==> config.mk <==
export PLATFORM = sky130hd
export DESIGN_NAME = sa_axil_regs
export DESIGN_NICKNAME = d
export VERILOG_FILES = /design/src/rtl/axi_regs_pkg.sv /design/src/rtl/sa_axil_wr_join.sv /design/src/rtl/sa_axil_regs.sv
export SDC_FILE = /design/constraint.sdc
export NUM_CORES = 2
export LEC_CHECK = 0
export ABC_AREA = 1
export BUFFER_PORTS_ARGS = -buffer_cell sky130_fd_sc_hd__buf_4
export CORE_UTILIZATION = 35
export CTS_BUF_LIST = sky130_fd_sc_hd__clkbuf_16
export DETAILED_ROUTE_END_ITERATION = 12
export PLACE_DENSITY = 0.52
export SLEW_MARGIN = 40
export SYNTH_ARGS = -nofsm -noshare
export SYNTH_HDL_FRONTEND = slang
export SYNTH_HIERARCHICAL = 1
export SYNTH_SLANG_ARGS = --single-unit
==> constraint.sdc <==
create_clock -name clk -period 6.5 [get_ports clk]
set_input_delay 0.65 -clock clk [delete_from_list [all_inputs] [get_ports clk]]
set_output_delay 0.65 -clock clk [all_outputs]
set_load 0.02 [all_outputs]
==> src/rtl/axi_regs_pkg.sv <==
// Register map, field layout and helpers shared by the SA AXI4-Lite register file.
// The map is kept here directly so every consumer sees one definition.
package axi_regs_pkg;

    localparam logic [31:0] REG_CONTROL    = 32'h000;
    localparam logic [31:0] REG_N          = 32'h004;
    localparam logic [31:0] REG_K          = 32'h008;
    localparam logic [31:0] REG_M          = 32'h00C;
    localparam logic [31:0] REG_TILE_SIZE  = 32'h010;
    localparam logic [31:0] REG_BLOCK_M    = 32'h014;
    localparam logic [31:0] REG_BASE_A     = 32'h018;
    localparam logic [31:0] REG_BASE_B     = 32'h01C;
    localparam logic [31:0] REG_BASE_C     = 32'h020;
    localparam logic [31:0] REG_STRIDE_A   = 32'h024;
    localparam logic [31:0] REG_STRIDE_B   = 32'h028;
    localparam logic [31:0] REG_STRIDE_C   = 32'h02C;
    localparam logic [31:0] REG_STATUS     = 32'h030;
    localparam logic [31:0] REG_READ_BASE  = 32'h040;
    localparam logic [31:0] REG_WRITE_BASE = 32'h044;

    localparam logic [31:0] DEFAULT_N         = 32'd16;
    localparam logic [31:0] DEFAULT_K         = 32'd16;
    localparam logic [31:0] DEFAULT_M         = 32'd16;
    localparam logic [31:0] DEFAULT_TILE_SIZE = 32'd4;
    localparam logic [31:0] DEFAULT_BLOCK_M   = 32'd4;

    localparam int NUM_CFG = 13;

    localparam int CTRL_START_BIT    = 0;
    localparam int CTRL_UPDATE_A_BIT = 1;
    localparam int CTRL_IRQ_EN_BIT   = 2;
    localparam logic [31:0] CTRL_RD_MASK = 32'h0000_0006;

    localparam int STATUS_BUSY_BIT  = 0;
    localparam int STATUS_DONE_BIT  = 1;
    localparam int STATUS_ERROR_BIT = 2;
    localparam logic [31:0] STATUS_RD_MASK = 32'h0000_0007;

    localparam logic [1:0] RESP_OKAY   = 2'b00;
    localparam logic [1:0] RESP_SLVERR = 2'b10;

    // First field lands in the MSBs; cfg register index i maps to field i.
    typedef struct packed {
        logic [31:0] n;
        logic [31:0] k;
        logic [31:0] m;
        logic [31:0] tile_size;
        logic [31:0] block_m;
        logic [31:0] base_a;
        logic [31:0] base_b;
        logic [31:0] base_c;
        logic [31:0] stride_a;
        logic [31:0] stride_b;
        logic [31:0] stride_c;
        logic [31:0] read_base;
        logic [31:0] write_base;
    } sa_cfg_t;

    typedef struct packed {
        logic       hit;
        logic [3:0] idx;
    } cfg_sel_t;

    function automatic sa_cfg_t cfg_default();
        sa_cfg_t c;
        c           = '0;
        c.n         = DEFAULT_N;
        c.k         = DEFAULT_K;
        c.m         = DEFAULT_M;
        c.tile_size = DEFAULT_TILE_SIZE;
        c.block_m   = DEFAULT_BLOCK_M;
        return c;
    endfunction

    function automatic logic [31:0] status_pack(input logic busy, input logic done, input logic error);
        logic [31:0] s;
        s                   = '0;
        s[STATUS_BUSY_BIT]  = busy;
        s[STATUS_DONE_BIT]  = done;
        s[STATUS_ERROR_BIT] = error;
        return s & STATUS_RD_MASK;
    endfunction

    // Word-aligned byte address -> config register index.
    function automatic cfg_sel_t cfg_decode(input logic [31:0] byte_addr);
        cfg_sel_t    s;
        logic [29:0] w;
        w = byte_addr[31:2];
        s = '0;
        if (w >= 30'd1 && w <= 30'd11) begin
            s.hit = 1'b1;
            s.idx = 4'(w - 30'd1);
        end else if (byte_addr == REG_READ_BASE) begin
            s.hit = 1'b1;
            s.idx = 4'd11;
        end else if (byte_addr == REG_WRITE_BASE) begin
            s.hit = 1'b1;
            s.idx = 4'd12;
        end
        return s;
    endfunction

endpackage

==> src/rtl/sa_axil_wr_join.sv <==
// Joins independent AW and W beats into a single write commit and owns the B channel.
// Neither channel is accepted while a response is outstanding.
module sa_axil_wr_join #(
    parameter int ADDR_W = 12
) (
    input  logic              clk,
    input  logic              rst,
    input  logic [ADDR_W-1:0] s_axil_awaddr,
    input  logic              s_axil_awvalid,
    output logic              s_axil_awready,
    input  logic [31:0]       s_axil_wdata,
    input  logic [3:0]        s_axil_wstrb,
    input  logic              s_axil_wvalid,
    output logic              s_axil_wready,
    output logic [1:0]        s_axil_bresp,
    output logic              s_axil_bvalid,
    input  logic              s_axil_bready,
    input  logic [1:0]        commit_resp_i,
    output logic              commit_o,
    output logic [ADDR_W-1:0] addr_o,
    output logic [31:0]       data_o,
    output logic [3:0]        strb_o
);

    logic              r_rst_done;
    logic              r_aw_full;
    logic              r_w_full;
    logic              r_bvalid;
    logic [1:0]        r_bresp;
    logic [ADDR_W-1:0] r_addr;
    logic [31:0]       r_data;
    logic [3:0]        r_strb;
    logic              w_aw_hs;
    logic              w_w_hs;
    logic              w_commit;

    assign s_axil_awready = r_rst_done & ~r_aw_full & ~r_bvalid;
    assign s_axil_wready  = r_rst_done & ~r_w_full & ~r_bvalid;
    assign w_aw_hs        = s_axil_awvalid & s_axil_awready;
    assign w_w_hs         = s_axil_wvalid & s_axil_wready;
    assign w_commit       = r_aw_full & r_w_full & ~r_bvalid;

    always_ff @(posedge clk) begin
        if (rst) begin
            r_rst_done <= 1'b0;
            r_aw_full  <= 1'b0;
            r_w_full   <= 1'b0;
            r_bvalid   <= 1'b0;
            r_bresp    <= 2'b00;
            r_addr     <= '0;
            r_data     <= '0;
            r_strb     <= '0;
        end else begin
            r_rst_done <= 1'b1;
            if (w_aw_hs) begin
                r_aw_full <= 1'b1;
                r_addr    <= s_axil_awaddr;
            end
            if (w_w_hs) begin
                r_w_full <= 1'b1;
                r_data   <= s_axil_wdata;
                r_strb   <= s_axil_wstrb;
            end
            if (w_commit) begin
                r_aw_full <= 1'b0;
                r_w_full  <= 1'b0;
                r_bvalid  <= 1'b1;
                r_bresp   <= commit_resp_i;
            end else if (r_bvalid && s_axil_bready) begin
                r_bvalid <= 1'b0;
            end
        end
    end

    assign s_axil_bvalid = r_bvalid;
    assign s_axil_bresp  = r_bresp;
    assign commit_o      = w_commit;
    assign addr_o        = r_addr;
    assign data_o        = r_data;
    assign strb_o        = r_strb;

endmodule

==> src/rtl/sa_axil_regs.sv <==
// AXI4-Lite control/status/config register file for the systolic-array engine:
// start pulse with config snapshot, sticky status bits and a level interrupt.
module sa_axil_regs
    import axi_regs_pkg::*;
#(
    parameter int ADDR_W = 12,
    parameter int DATA_W = 32
) (
    input  logic              clk,
    input  logic              rst,
    input  logic [ADDR_W-1:0] s_axil_awaddr,
    input  logic              s_axil_awvalid,
    output logic              s_axil_awready,
    input  logic [DATA_W-1:0] s_axil_wdata,
    input  logic [3:0]        s_axil_wstrb,
    input  logic              s_axil_wvalid,
    output logic              s_axil_wready,
    output logic [1:0]        s_axil_bresp,
    output logic              s_axil_bvalid,
    input  logic              s_axil_bready,
    input  logic [ADDR_W-1:0] s_axil_araddr,
    input  logic              s_axil_arvalid,
    output logic              s_axil_arready,
    output logic [DATA_W-1:0] s_axil_rdata,
    output logic [1:0]        s_axil_rresp,
    output logic              s_axil_rvalid,
    input  logic              s_axil_rready,
    output logic              start_o,
    output logic              update_a_o,
    output sa_cfg_t           cfg_o,
    input  logic              eng_busy_i,
    input  logic              eng_done_i,
    input  logic              eng_error_i,
    output logic              irq_o
);

    if (DATA_W != 32) begin : g_bad_data_w
        $error("sa_axil_regs supports DATA_W == 32 only");
    end

    localparam logic [NUM_CFG*32-1:0] CFG_DEF_FLAT = cfg_default();

    logic                    w_commit;
    logic [ADDR_W-1:0]       w_aw_addr;
    logic [31:0]             w_wdata;
    logic [3:0]              w_wstrb;
    logic [31:0]             w_aw_byte;
    logic [31:0]             w_ar_byte;
    cfg_sel_t                w_wsel;
    cfg_sel_t                w_rsel;
    logic                    w_wr_ctrl;
    logic                    w_wr_status;
    logic [1:0]              w_wr_resp;
    logic [31:0]             w_cfg_words [NUM_CFG];
    logic [NUM_CFG*32-1:0]   w_cfg_flat;
    logic                    w_ctrl_wr;
    logic                    w_status_wr;
    logic                    w_start_ok;
    logic                    w_start_rej;
    logic                    w_ar_hs;
    logic [31:0]             w_rd_data;
    logic [1:0]              w_rd_resp;
    logic                    w_unused_addr_lsb;

    logic                    r_rst_done;
    logic                    r_rvalid;
    logic [31:0]             r_rdata;
    logic [1:0]              r_rresp;
    logic                    r_update_a;
    logic                    r_irq_en;
    logic                    r_done;
    logic                    r_error;
    logic                    r_start;
    logic                    r_update_a_snap;
    sa_cfg_t                 r_cfg_snap;
    logic                    r_irq;

    sa_axil_wr_join #(.ADDR_W(ADDR_W)) u_wr_join (
        .clk            (clk),
        .rst            (rst),
        .s_axil_awaddr  (s_axil_awaddr),
        .s_axil_awvalid (s_axil_awvalid),
        .s_axil_awready (s_axil_awready),
        .s_axil_wdata   (s_axil_wdata),
        .s_axil_wstrb   (s_axil_wstrb),
        .s_axil_wvalid  (s_axil_wvalid),
        .s_axil_wready  (s_axil_wready),
        .s_axil_bresp   (s_axil_bresp),
        .s_axil_bvalid  (s_axil_bvalid),
        .s_axil_bready  (s_axil_bready),
        .commit_resp_i  (w_wr_resp),
        .commit_o       (w_commit),
        .addr_o         (w_aw_addr),
        .data_o         (w_wdata),
        .strb_o         (w_wstrb)
    );

    assign w_unused_addr_lsb = ^{w_aw_addr[1:0], s_axil_araddr[1:0]};

    assign w_aw_byte   = 32'({w_aw_addr[ADDR_W-1:2], 2'b00});
    assign w_wsel      = cfg_decode(w_aw_byte);
    assign w_wr_ctrl   = (w_aw_byte == REG_CONTROL);
    assign w_wr_status = (w_aw_byte == REG_STATUS);
    assign w_wr_resp   = (w_wsel.hit || w_wr_ctrl || w_wr_status) ? RESP_OKAY : RESP_SLVERR;

    // Config words are byte-writable; cfg_o only follows them on an accepted start.
    for (genvar gi = 0; gi < NUM_CFG; gi++) begin : g_cfg
        logic [31:0] r_word;
        always_ff @(posedge clk) begin
            if (rst) begin
                r_word <= CFG_DEF_FLAT[(NUM_CFG-1-gi)*32 +: 32];
            end else if (w_commit && w_wsel.hit && (w_wsel.idx == 4'(gi))) begin
                for (int b = 0; b < 4; b++) begin
                    if (w_wstrb[b]) r_word[8*b +: 8] <= w_wdata[8*b +: 8];
                end
            end
        end
        assign w_cfg_words[gi]                    = r_word;
        assign w_cfg_flat[(NUM_CFG-1-gi)*32 +: 32] = r_word;
    end

    assign w_ctrl_wr   = w_commit & w_wr_ctrl & w_wstrb[0];
    assign w_status_wr = w_commit & w_wr_status & w_wstrb[0];
    assign w_start_ok  = w_ctrl_wr & w_wdata[CTRL_START_BIT] & ~eng_busy_i;
    assign w_start_rej = w_ctrl_wr & w_wdata[CTRL_START_BIT] & eng_busy_i;

    always_ff @(posedge clk) begin
        if (rst) begin
            r_update_a      <= 1'b0;
            r_irq_en        <= 1'b0;
            r_done          <= 1'b0;
            r_error         <= 1'b0;
            r_start         <= 1'b0;
            r_update_a_snap <= 1'b0;
            r_cfg_snap      <= cfg_default();
            r_irq           <= 1'b0;
        end else begin
            if (w_ctrl_wr) begin
                r_update_a <= w_wdata[CTRL_UPDATE_A_BIT];
                r_irq_en   <= w_wdata[CTRL_IRQ_EN_BIT];
            end
            r_start <= w_start_ok;
            if (w_start_ok) begin
                r_cfg_snap      <= sa_cfg_t'(w_cfg_flat);
                r_update_a_snap <= w_wdata[CTRL_UPDATE_A_BIT];
            end
            // Sticky bits: a set in the same cycle as a clear wins.
            r_done  <= eng_done_i |
                       (r_done & ~((w_status_wr & w_wdata[STATUS_DONE_BIT]) | w_start_ok));
            r_error <= eng_error_i | w_start_rej |
                       (r_error & ~(w_status_wr & w_wdata[STATUS_ERROR_BIT]));
            r_irq   <= r_irq_en & r_done;
        end
    end

    assign w_ar_byte      = 32'({s_axil_araddr[ADDR_W-1:2], 2'b00});
    assign w_rsel         = cfg_decode(w_ar_byte);
    assign s_axil_arready = r_rst_done & ~r_rvalid;
    assign w_ar_hs        = s_axil_arvalid & s_axil_arready;

    always_comb begin
        w_rd_data = '0;
        w_rd_resp = RESP_OKAY;
        if (w_ar_byte == REG_CONTROL) begin
            w_rd_data[CTRL_UPDATE_A_BIT] = r_update_a;
            w_rd_data[CTRL_IRQ_EN_BIT]   = r_irq_en;
            w_rd_data                    = w_rd_data & CTRL_RD_MASK;
        end else if (w_ar_byte == REG_STATUS) begin
            w_rd_data = status_pack(eng_busy_i, r_done, r_error);
        end else if (w_rsel.hit) begin
            w_rd_data = w_cfg_words[w_rsel.idx];
        end else begin
            w_rd_resp = RESP_SLVERR;
        end
    end

    always_ff @(posedge clk) begin
        if (rst) begin
            r_rst_done <= 1'b0;
            r_rvalid   <= 1'b0;
            r_rdata    <= '0;
            r_rresp    <= 2'b00;
        end else begin
            r_rst_done <= 1'b1;
            if (w_ar_hs) begin
                r_rvalid <= 1'b1;
                r_rdata  <= w_rd_data;
                r_rresp  <= w_rd_resp;
            end else if (r_rvalid && s_axil_rready) begin
                r_rvalid <= 1'b0;
            end
        end
    end

    assign s_axil_rvalid = r_rvalid;
    assign s_axil_rdata  = r_rdata;
    assign s_axil_rresp  = r_rresp;
    assign start_o       = r_start;
    assign update_a_o    = r_update_a_snap;
    assign cfg_o         = r_cfg_snap;
    assign irq_o         = r_irq;

endmodule

==> impl_metrics.yaml <==
pwr:
  p_sw_mw: 3.02
  vdd_drop_max_v: 0.000188
  power.density_nw_per_um2: 276
  combPwrFrac_pct: 4.9
  swShare_pct: 24.5
  leakagePower_nw: 18.1
  clockPowerShare_pct: 48.6
  power_mw: 12.3
  pwr-share-seq_pct: 46.6
  intPower_mw: 9.32
placed_design:
  io_buffer_count: 524
  dp_slack_ps: 2430
  gp_congestion: 0.876
  hpwl_mm: 110
clock_tree:
  cts_hold_buf: 0
  numClockSinks: 926
  cts_tree: "done"
  clk_latency_ps: 690
  cts_max_level: 3
  clk_path_buf_depth: 3
  cts_made_buffers: 104
  cts-root-buf: "clkbuf_16"
  cts_repair_resize_count: 0
  post-cts-setup-buffers: 0
  path_clk_slew_ps: 60
grt:
  grt_antenna_before_repair: 10
  grt_pass1_vias: 30300
  track_usage_pct: 28.3
  grt_overflow_total: 0
  grt_start_max_net_pins: 211
  grt_pass1_wl_mm: 220
die:
  ios: 530
  die_h_um: 326
  initial_core_util_pct: 35.4
  row_count: 118
  design.core.area_um2: 104000
  die_x_um: 326
  dieArea_um2: 106000
flow_run:
  max_cap_violations: 0
cells_and_area:
  area.growth.synth_to_final_pct: 21.7
  regArea_um2: 18500
  nets: 5061
  nFillCells: 10700
  layout-drive-gt1-share_pct: 16.7
  multi_input_area_um2: 14500
timing:
  worst_slew_pin_slew_ps: 905
  setup_viol: 0
  fmax_mhz: 285
  report.final.slew_viol_count: 0
  slew_headroom_pct: 39.0
  worst_slack_ps: 2990
  hold_viol: 0
  period_share_pct: 53.9
  setup_tns_ps: 0
  whs_ps: 219
  fin_crit_ps: 3510
  finClkSkew_ps: 33.3
  grt_setup_unrepaired: "false"
synth:
  netlist_area_um2: 36700
  syn_avg_cell_area_um2: 7.86
  synthCells: 4673
  yosys_warnings: 6
critical_path:
  critical_path_class: "reg -> reg"
  startpoint_type: "register"
  cp.required_ps: 7100
  critical_path_arrival_ps: 4110
  worstSetupEndpointType: "register"
  cp_max_fo: 210
routing:
  first_iter_violations: 3822
  drt-pass1-iter-count: 6
  wl_per_cell_um: 24.2
  postRouteAntennaNets: 0
  vias: 33900
  totalWireLength_mm: 156
  drc: 0
  vias_per_cell: 5.26
status:
  status: "finished, final reports clean"
worst_hold_path:
  hold_class: "in -> reg"
==> placed cells by master (no fill, tap or decap), types with 49 or more instances in the layout <==
master,n
inv_1,497
a21oi_1,811
dfxtp_1,922
nor2_1,357
nand2_1,321
nand4_1,49
o211ai_1,64
a211oi_1,94
clkbuf_16,110
nand3_1,185
buf_4,580
o21ai_0,833
==> power by group through the flow <==
stage	clock (mW)	sequential (mW)	combinational (mW)
after global placement	0	5.87	0.583
after floorplan	0	5.84	0.330
final	5.99	5.74	0.599
after global routing	6.33	5.74	0.630
after CTS	6.08	5.74	0.588
after detailed placement	0	5.87	0.587
==> metal layers <==
| layer | up-vias | part of all wire (%) | GRT usage [%] |
|---|---|---|---|
| li1 | 16400 | - | - |
| met1 | 16000 | 46 | 40.6 |
| met2 | 1327 | 43 | 41.6 |
| met3 | 204 | 8.0 | 5.55 |
| met4 | 2 | 3.7 | 10.7 |
| met5 | - | 0.0070 | 0 |
==> cell type report <==
type / instances / area share [%]
Antenna cell: 3 / 0.0168
Clock buffer: 110 / 6.16
Clock inverter: 82 / 1.52
Inverter: 497 / 4.24
Multi-Input combinational cell: 2866 / 32.5
Sequential cell: 926 / 41.5
Tap cell: 1380 / 3.86
Timing Repair Buffer: 590 / 10.2
==> stage by stage <==
| step | util, % | area [µm²] | instances |
|---|---|---|---|
| finish | 43.0 | 44700 | 6454 |
| global route | 43.0 | 44700 | 6451 |
| CTS | 43.0 | 44700 | 6451 |
| detailed placement | 39.7 | 41200 | 6259 |
| global placement | 39.7 | 41200 | 6258 |
| floorplan | - | 36700 | 4674 |
==> worst paths after layout <==
kind / startpoint / slack [ps] / depth (start not counted) / endpoint
hold / removal: s_axil_rready / 220 / 4 / s_axil_rvalid$_SDFFE_PP0P_
setup / recovery: u_wr_join/addr_o[2]$_SDFFE_PP0P_ / 2990 / 14 / cfg_o[113]$_SDFFE_PP0P_
hold reg to reg: r_update_a$_SDFFE_PP0P_ / 450 / 2 / r_update_a$_SDFFE_PP0P_
setup reg to reg: u_wr_join/addr_o[2]$_SDFFE_PP0P_ / 2990 / 14 / cfg_o[113]$_SDFFE_PP0P_
==> sequential cells by signal, indices dropped and copies added, names as in the netlist <==
signal and cells:
cfg_o 416, g_cfg.r_word 416, irq_o 1, r_done 1, r_error 1, r_irq_en 1
r_rst_done 1, r_update_a 1, s_axil_rdata 32, s_axil_rresp 1, s_axil_rvalid 1, start_o 1
u_wr_join/addr_o 10, u_wr_join/data_o 32, u_wr_join/r_aw_full 1, u_wr_join/r_rst_done 1, u_wr_join/r_w_full 1, u_wr_join/s_axil_bresp 2
u_wr_join/s_axil_bvalid 1, u_wr_join/strb_o 4, update_a_o 1
==> critical path, cell delays in order (launching register included) <==
cell and delay (ps):
dfxtp_1 370, inv_1 130, ha_1 150, inv_1 50, nor2_2 160, inv_1 60, nor2_1 160, nand2_1 180
nor2_1 180, nand2_2 50, buf_4 280, inv_8 490, buf_12 600, o21ai_0 170, a21oi_1 160
No activity file was read; power rests on OpenSTA's default activity.
